$ cat config.mk
export PLATFORM = sky130hd
export DESIGN_NAME = cbus_write_buffer
export DESIGN_NICKNAME = d
export VERILOG_FILES = /design/src/rtl/cbus_write_buffer_pkg.sv /design/src/rtl/cbus_write_buffer_fifo.sv /design/src/rtl/cbus_write_buffer.sv
export SDC_FILE = /design/constraint.sdc
export NUM_CORES = 1
export LEC_CHECK = 0
export BUFFER_PORTS_ARGS = -buffer_cell sky130_fd_sc_hd__buf_4
export CAP_MARGIN = 20
export CORE_ASPECT_RATIO = 0.5
export CORE_MARGIN = 4
export CORE_UTILIZATION = 40
export CTS_BUF_LIST = sky130_fd_sc_hd__clkbuf_4 sky130_fd_sc_hd__clkbuf_8 sky130_fd_sc_hd__clkbuf_16
export CTS_CLUSTER_SIZE = 12
export DETAILED_ROUTE_END_ITERATION = 10
export PLACE_DENSITY = 0.66
export SLEW_MARGIN = 20
export SYNTH_ARGS = -nofsm -noshare
export SYNTH_HDL_FRONTEND = slang
export SYNTH_SLANG_ARGS = --single-unit
$ cat constraint.sdc
create_clock -name clk -period 4.9 [get_ports clk]
set_input_delay 1.225 -clock clk [delete_from_list [all_inputs] [get_ports clk]]
set_output_delay 1.225 -clock clk [all_outputs]
set_load 0.02 [all_outputs]
$ cat src/rtl/cbus_write_buffer_pkg.sv
// rtl/cbus_write_buffer_pkg.sv - bus types and write-buffer entry/state types
package cbus_write_buffer_pkg;

  typedef enum logic [2:0] {
    MSIZE1 = 3'd0,
    MSIZE2 = 3'd1,
    MSIZE4 = 3'd2,
    MSIZE8 = 3'd3
  } msize_t;

  // Burst length is encoded as beats-1, matching AXI LEN
  typedef enum logic [3:0] {
    MLEN1  = 4'd0,
    MLEN2  = 4'd1,
    MLEN4  = 4'd3,
    MLEN8  = 4'd7,
    MLEN16 = 4'd15
  } mlen_t;

  typedef enum logic [1:0] {
    AXI_BURST_FIXED = 2'b00,
    AXI_BURST_INCR  = 2'b01,
    AXI_BURST_WRAP  = 2'b10
  } axi_burst_t;

  typedef struct packed {
    logic        valid;
    logic        is_write;
    msize_t      size;
    logic [31:0] addr;
    logic [3:0]  strobe;
    logic [31:0] data;
    mlen_t       len;
    axi_burst_t  burst;
  } cbus_req_t;

  typedef struct packed {
    logic        ready;
    logic        last;
    logic [31:0] data;
  } cbus_resp_t;

  // Only the fields a single-beat store needs are kept per entry
  typedef struct packed {
    logic [31:0] addr;
    logic [31:0] data;
    logic [3:0]  strobe;
    msize_t      size;
  } wb_entry_t;

  typedef enum logic [1:0] {
    WB_IDLE  = 2'd0,
    WB_DRAIN = 2'd1,
    WB_FWD   = 2'd2
  } wb_state_t;

endpackage

$ cat src/rtl/cbus_write_buffer_fifo.sv
// rtl/cbus_write_buffer_fifo.sv - circular FIFO of posted write entries
module wb_fifo
  import cbus_write_buffer_pkg::*;
#(
  parameter  int DEPTH   = 4,
  localparam int PTR_BIT = $clog2(DEPTH)
) (
  input  logic               clk,
  input  logic               reset,
  input  logic               push,
  input  logic               pop,
  input  wb_entry_t          din,
  output wb_entry_t          dout,
  output logic               full,
  output logic               empty,
  output logic [PTR_BIT:0]   count
);

  localparam logic [PTR_BIT:0] PTR_ONE   = {{PTR_BIT{1'b0}}, 1'b1};
  localparam logic [PTR_BIT:0] DEPTH_CNT = (PTR_BIT + 1)'(DEPTH);

  wb_entry_t        mem_q [DEPTH];
  wb_entry_t        mem_d [DEPTH];
  logic [PTR_BIT:0] head_q, head_d;
  logic [PTR_BIT:0] tail_q, tail_d;
  logic             do_push, do_pop;

  // Extra pointer MSB separates full from empty once the pointers wrap
  assign count   = tail_q - head_q;
  assign full    = (count == DEPTH_CNT);
  assign empty   = (head_q == tail_q);
  assign dout    = mem_q[head_q[PTR_BIT-1:0]];
  assign do_push = push && !full;
  assign do_pop  = pop && !empty;

  // Advance pointers and write the tail slot on an accepted push
  always_comb begin
    head_d = head_q;
    tail_d = tail_q;
    mem_d  = mem_q;
    if (do_pop) begin
      head_d = head_q + PTR_ONE;
    end
    if (do_push) begin
      mem_d[tail_q[PTR_BIT-1:0]] = din;
      tail_d = tail_q + PTR_ONE;
    end
  end

  // Pointers reset; slot contents need no reset since only valid slots are read
  always_ff @(posedge clk) begin
    if (reset) begin
      head_q <= '0;
      tail_q <= '0;
    end else begin
      head_q <= head_d;
      tail_q <= tail_d;
    end
    mem_q <= mem_d;
  end

endmodule

$ cat src/rtl/cbus_write_buffer.sv
// rtl/cbus_write_buffer.sv - posted-write buffer in front of the CBus arbiter slot
module cbus_write_buffer
  import cbus_write_buffer_pkg::*;
#(
  parameter  int DEPTH   = 4,
  localparam int PTR_BIT = $clog2(DEPTH)
) (
  input  logic             clk,
  input  logic             reset,
  input  cbus_req_t        ireq,
  output cbus_resp_t       iresp,
  output cbus_req_t        oreq,
  input  cbus_resp_t       oresp,
  output logic             empty,
  output logic [PTR_BIT:0] count
);

  localparam logic [PTR_BIT:0] CNT_ONE = {{PTR_BIT{1'b0}}, 1'b1};

  wb_state_t state_q, state_d;
  wb_entry_t push_entry, head_entry;
  logic      post_kind, post, pop, resp_done;
  logic      fifo_full, fifo_empty;

  // A full FIFO blocks posting on the registered count, so a pop only frees
  // the slot for the next cycle (no same-cycle bypass)
  assign post_kind  = ireq.valid && ireq.is_write && (ireq.len == MLEN1);
  assign post       = post_kind && !fifo_full && (state_q != WB_FWD) && !reset;
  assign resp_done  = oresp.ready && oresp.last;
  assign pop        = (state_q == WB_DRAIN) && resp_done;
  assign empty      = fifo_empty && (state_q == WB_IDLE);
  assign push_entry = '{addr: ireq.addr, data: ireq.data, strobe: ireq.strobe, size: ireq.size};

  wb_fifo #(.DEPTH(DEPTH)) u_fifo (
    .clk   (clk),
    .reset (reset),
    .push  (post),
    .pop   (pop),
    .din   (push_entry),
    .dout  (head_entry),
    .full  (fifo_full),
    .empty (fifo_empty),
    .count (count)
  );

  // State register; reset drops any in-flight drain or forward
  always_ff @(posedge clk) begin
    if (reset) begin
      state_q <= WB_IDLE;
    end else begin
      state_q <= state_d;
    end
  end

  // Non-postable requests only leave IDLE once every buffered write has drained
  always_comb begin
    state_d = state_q;
    unique case (state_q)
      WB_IDLE: begin
        if (count != '0) begin
          state_d = WB_DRAIN;
        end else if (ireq.valid && !post_kind) begin
          state_d = WB_FWD;
        end
      end
      WB_DRAIN: begin
        if (pop && (count == CNT_ONE) && !post) begin
          state_d = WB_IDLE;
        end
      end
      WB_FWD: begin
        if (resp_done) begin
          state_d = WB_IDLE;
        end
      end
      default: state_d = WB_IDLE;
    endcase
  end

  // Drive the arbiter from the FIFO head or pass through; ack posts locally
  always_comb begin
    oreq  = '0;
    iresp = '0;
    unique case (state_q)
      WB_DRAIN: begin
        oreq.valid    = 1'b1;
        oreq.is_write = 1'b1;
        oreq.len      = MLEN1;
        oreq.burst    = AXI_BURST_FIXED;
        oreq.addr     = head_entry.addr;
        oreq.data     = head_entry.data;
        oreq.strobe   = head_entry.strobe;
        oreq.size     = head_entry.size;
      end
      WB_FWD: begin
        oreq  = ireq;
        iresp = oresp;
      end
      default: ;
    endcase
    if (post) begin
      iresp.ready = 1'b1;
      iresp.last  = 1'b1;
      iresp.data  = '0;
    end
  end

endmodule

======== Yosys cells after proc, flatten, opt, wreduce, memory -nomap -nowiden ========
Cells that the tools add are included.
cells by class
  $lt $le $gt $ge ......................... 3
  reduce and logical (&&, ||, !) cells .... 23
  eq/ne operators ......................... 9
  mux-type cells .......................... 14
  bitwise gates (word level) .............. 2
  add/sub/neg operators ................... 3
operator list
  operator                                                                       count
  284-bit bitwise mux                                                            1
  71-bit 2-to-1 mux                                                              3
  79-bit one-hot mux with 2 select lines                                         1
  71-bit binary-select mux with 2-bit select                                     1
  71-bit demux with 2-bit select                                                 1
  34-bit 2-to-1 mux                                                              2
  1-bit logical AND                                                              14
  2-bit 2-to-1 mux                                                               4
  3-bit by 1-bit adder with 3-bit output (second input constant)                 2
  3-bit >= comparator (second input constant)                                    2
  2-bit NOT with 3-bit output                                                    2
  2-bit one-hot mux with 3 select lines                                          1
  1-bit zero test                                                                5
  4-bit zero test                                                                1
  2-bit inequality test (second input constant)                                  2
  3-bit by 1-bit equality test with 1-bit output (second input constant)         1
  3-bit equality test                                                            1
  3-bit equality test (second input constant)                                    1
  3-bit by 1-bit less-than comparator with 1-bit output (second input constant)  1
  3-bit by 1-bit inequality test with 1-bit output (second input constant)       1
  3-bit AND reduction                                                            1
  3-bit nonzero test                                                             1
  3-bit subtractor                                                               1
  2-bit by 1-bit equality test with 1-bit output (second input constant)         1
  other kinds (3)                                                                3
storage, ports and cells
  logic and storage cells ................. 73
  bits of input ports ..................... 115
  register bits ........................... 292
  output and inout bits ................... 117

======== Longest topological paths before layout ========
  word-level depth ........................ 10
  depth in mapped cells ................... 8
  gate-level depth less buffers ........... 7

======== Cells and area by module ========
From an unflattened synthesis, not the netlist that was laid out.
unflattened totals
  cell total of the unflattened synthesis .. 664
  area total of the unflattened synthesis .. 12246.7 um^2
modules (own cells, without submodules)
  module             cells an instance  instances  seq. area each (um^2)  area each (um^2)
  wb_fifo            417                1          8648.3                 10630.2
  cbus_write_buffer  247                1          40.0                   1616.6

======== Least setup slack after synthesis ========
Ideal clock, no wire load.
  path kind ............................... input-to-reg
  start ................................... input port ireq[4] in the netlist's numbering
  end ..................................... register u_fifo.mem_q[100] in the netlist's numbering (enable)
  data required time ...................... 4463 ps
  arrival time ............................ 3773 ps
  slack ................................... 690 ps
  stages on the path ...................... 3
  setup time .............................. 437 ps
  path through ............................ or4_4 a311oi_4 and2_1
between the ends
  word-level cells in the longest chain between the ends .. 6
ends and longest elaborated chain
  element                         RTL line                      text
  start, declared                 cbus_write_buffer.sv:10       input cbus_req_t ireq,
  4-bit zero test                 cbus_write_buffer.sv:27       assign post_kind = ireq.valid && ireq.is_write && (ireq.len == MLEN1);
  1-bit logical AND               cbus_write_buffer.sv:27
  1-bit logical AND (3 in a row)  cbus_write_buffer.sv:28       assign post = post_kind && !fifo_full && (state_q != WB_FWD) && !reset;
  1-bit logical AND               cbus_write_buffer_fifo.sv:33  assign do_push = push && !full;
  end signal, assigned            cbus_write_buffer_fifo.sv:59  mem_q <= mem_d;
  end, declared                   cbus_write_buffer_fifo.sv:22  wb_entry_t mem_q [DEPTH];
Every way passes these cells.
A chain may end at the register's enable or synchronous reset.

==> qor.csv <==
stage;metric;value;unit
grt;vias in the first global route;7430;
sta;fin crit share;79.4;%
placement;GPL Wtd Cong;0.904;
setup_path;Critical R2R Launch;u_fifo.tail_q[0];
flow_run;total of max-cap violations;0;
clocking;Sinks on Clock Net;292;
clocking;CTS max path bufs;3;
detailed_routing;number of detailed-route iterations in the first pass;5;
yosys;Post-synth EDFFs;284;
yosys;Synthesized Nets;785;
placement;placed cells;1249;
sta;maximum clock frequency;0.257;GHz
setup_path;endpoint type of the worst setup path;primary output;
setup_path;reg2reg end;u_fifo.mem_q[44];
floorplanning;Starting Density;41.4;%
setup_path;FF-to-FF setup slack;1.67;ns
grt;GRT overflow;0;
yosys;register bit total from synthesis;292;
sta;Setup-failing EPs final;0;
floorplanning;core area;0.0296;sq mm
placement;placed inst area;0.0145;sq mm
sta;final worst slack;1.01;ns
detailed_routing;ANT nets after route;0;
power_and_ir_drop;VDD IR-drop max;285;uV
yosys;Syn. warnings;0;
yosys;commonest cells in the netlist;284 x edfxtp_1, 73 x nor2b_1, 71 x a22oi_1, 71 x mux4_2, 41 x and2_1;
floorplanning;row count;44;
worst_hold_path;min-delay src;u_fifo.tail_q[2];
floorplanning;die area;0.0336;sq mm
setup_path;largest fanout on the critical path;36;
clocking;Num CTS Buffers;29;
grt;first-pass GRT wire length;45000;microns
placement;dpl ws;1.25;ns
sta;Fin Setup TNS;0;ns
power_and_ir_drop;Power, Total;5.16;mW
yosys;Yosys top cell area share;69.7;%
yosys;top cells by area, synth;edfxtp_1 70%, mux4_2 13%, a22oi_1 4.4%, nor2b_1 3.7%, and2_1 2.1%;
placement;port buffer count;231;
detailed_routing;DRT iter0 DRCs;463;
clocking;Worst-path clk slew;0.06;ns
setup_path;CP Data Required Time;3.67;ns
sta;Clock Skews;0.00904;ns
setup_path;Reg2Reg Depth;7;
setup_path;CP startpoint kind;flop;
sta;max-slew violations;0;
clocking;Setup Fix Bufs, Post-CTS;0;
grt;Tot GR Track Use;16.9;%
clocking;Root Driver;clkbuf_16;
sta;RSZ-0062 raised after global routing;no;
sta;Rel. slew slack;45.7;%
sta;Final Critical Period;3.89;ns
layout;layout cells sized above 1;41.3;%
yosys;post-synthesis cell area;0.0122;sq mm
yosys;Yosys top cell by area;edfxtp_1;
layout;Final Net Count;1015;
sta;worst-margin pin slew;0.814;ns
floorplanning;I/O pin count;232;
floorplanning;die width;255;microns
clocking;Clock Latency Late Sink;0.54;ns
layout;# diodes;0;
setup_path;Worst EP arrival;2.66;ns
clocking;post-CTS sizing;0;
detailed_routing;Via density;5.43;
yosys;Main synth FF type;edfxtp_1;
power_and_ir_drop;Leak;5.18;nW
power_and_ir_drop;PD cells;336;mW/mm^2
yosys;Gate Count Post-Synth;659;
yosys;Seq/Total Area, Yosys;71.0;%
clocking;H-tree Lvls;1;
yosys;Netlist cell types;40;
yosys;most frequent cell after synthesis;edfxtp_1;
detailed_routing;routed len/inst;22.6;microns
setup_path;critical path type;reg -> out;
placement;Final HPWL DP;18100;microns
layout;Non-Filler Instances;1295;
yosys;FFs w/ async S/R, synth;0;%
grt;initial antenna violation count;0;
layout;area delta synth->final;25.3;%
floorplanning;chip height;132;microns
status;status;complete, no violations;
yosys;syn_area_per_cell;18.6;sq um
detailed_routing;Remaining DRCs;0;
sta;Fin. Hold Viols;0;
grt;largest net degree at the start of global routing;78;
detailed_routing;WL final;29200;microns
clocking;# hold bufs at CTS;0;
layout;Finished Cell Area;0.0153;sq mm
clocking;CTS tree;built;
detailed_routing;Via Count;7030;
worst_hold_path;worst hold endpoint;u_fifo.tail_q[2];
worst_hold_path;hold depth;1;
worst_hold_path;HP Class;reg -> reg;
critical path: stages (launching register included):
cell and delay, ns:
dfxtp_1 0.37, inv_1 0.09, ha_2 0.80, buf_4 0.39, nor2b_1 0.25, buf_4 0.18
kinds of logic after synthesis:
family,count (synthesis),share of synthesized area (%)
mux,73,13.2
flops,292,71.0
simple gates,137,6.86
compound gates,87,5.48
xor+xnor,5,0.491
buf+inv,54,1.80
fa+ha+maj,11,1.19
cell type report:
class | instances | area (sq um)
fill | 2404 | 14200
sequential | 292 | 8700
multi-input combinational | 313 | 3360
timing repair buffer | 245 | 1910
clock buffer | 42 | 823
tap | 391 | 489
inverter | 8 | 30.0
clock inverter | 4 | 25.0
how the worst max path moves through the flow:
stage,slack (ns),end,from
after floorplan,0.69,u_fifo.mem_q[100],ireq[4]
after global placement,1.26,iresp[33],ireq[4]
after detailed placement,1.25,iresp[32],ireq[4]
after CTS,0.92,oreq[38],state_q[1]
after global routing,0.79,oreq[43],state_q[1]
final,1.01,oreq[38],state_q[1]
power breakdown:
group	switching, mW	internal (mW)
Combinational	0.208	0.177
Clock	0.877	1.16
Sequential	0.00142	2.74
Total	1.09	4.07
cells in the final DEF, fill, tap and decap left out, types with 3 or more instances in the layout:
master	n
buf_12	6
ha_1	7
mux4_2	71
and2_1	38
nor2_1	5
and2_4	4
a21oi_1	4
clkbuf_16	29
clkbuf_4	13
nor2b_1	73
dfxtp_1	6
a22oi_1	71
xor2_1	3
buf_4	239
nand2_1	9
edfxtp_1	284
inv_1	8
layer usage:
layer  track usage, %  vias to the layer above  wire length [microns]
li1                 -                     3104                      -
met1             21.1                     3683                  11500
met2             31.0                      212                  15600
met3             3.46                       31                   1710
met4             3.06                        0                    424
met5                0                        -                      0
flip-flops by register name, indices dropped and copies added, names as in the netlist:
signal / count
state_q: 2
u_fifo.tail_q: 3
u_fifo.mem_q: 284
u_fifo.head_q: 3
through the flow:
| stage | hold slack, ns | utilization [%] |
|---|---|---|
| after CTS | 0.544 | 51.9 |
| final | 0.543 | 51.9 |
| after global routing | 0.557 | 51.9 |
| after floorplan | 0.480 | - |
| after global placement | 0.501 | 49.0 |
| after detailed placement | 0.522 | 49.0 |
(Power assumes the default switching activity.)
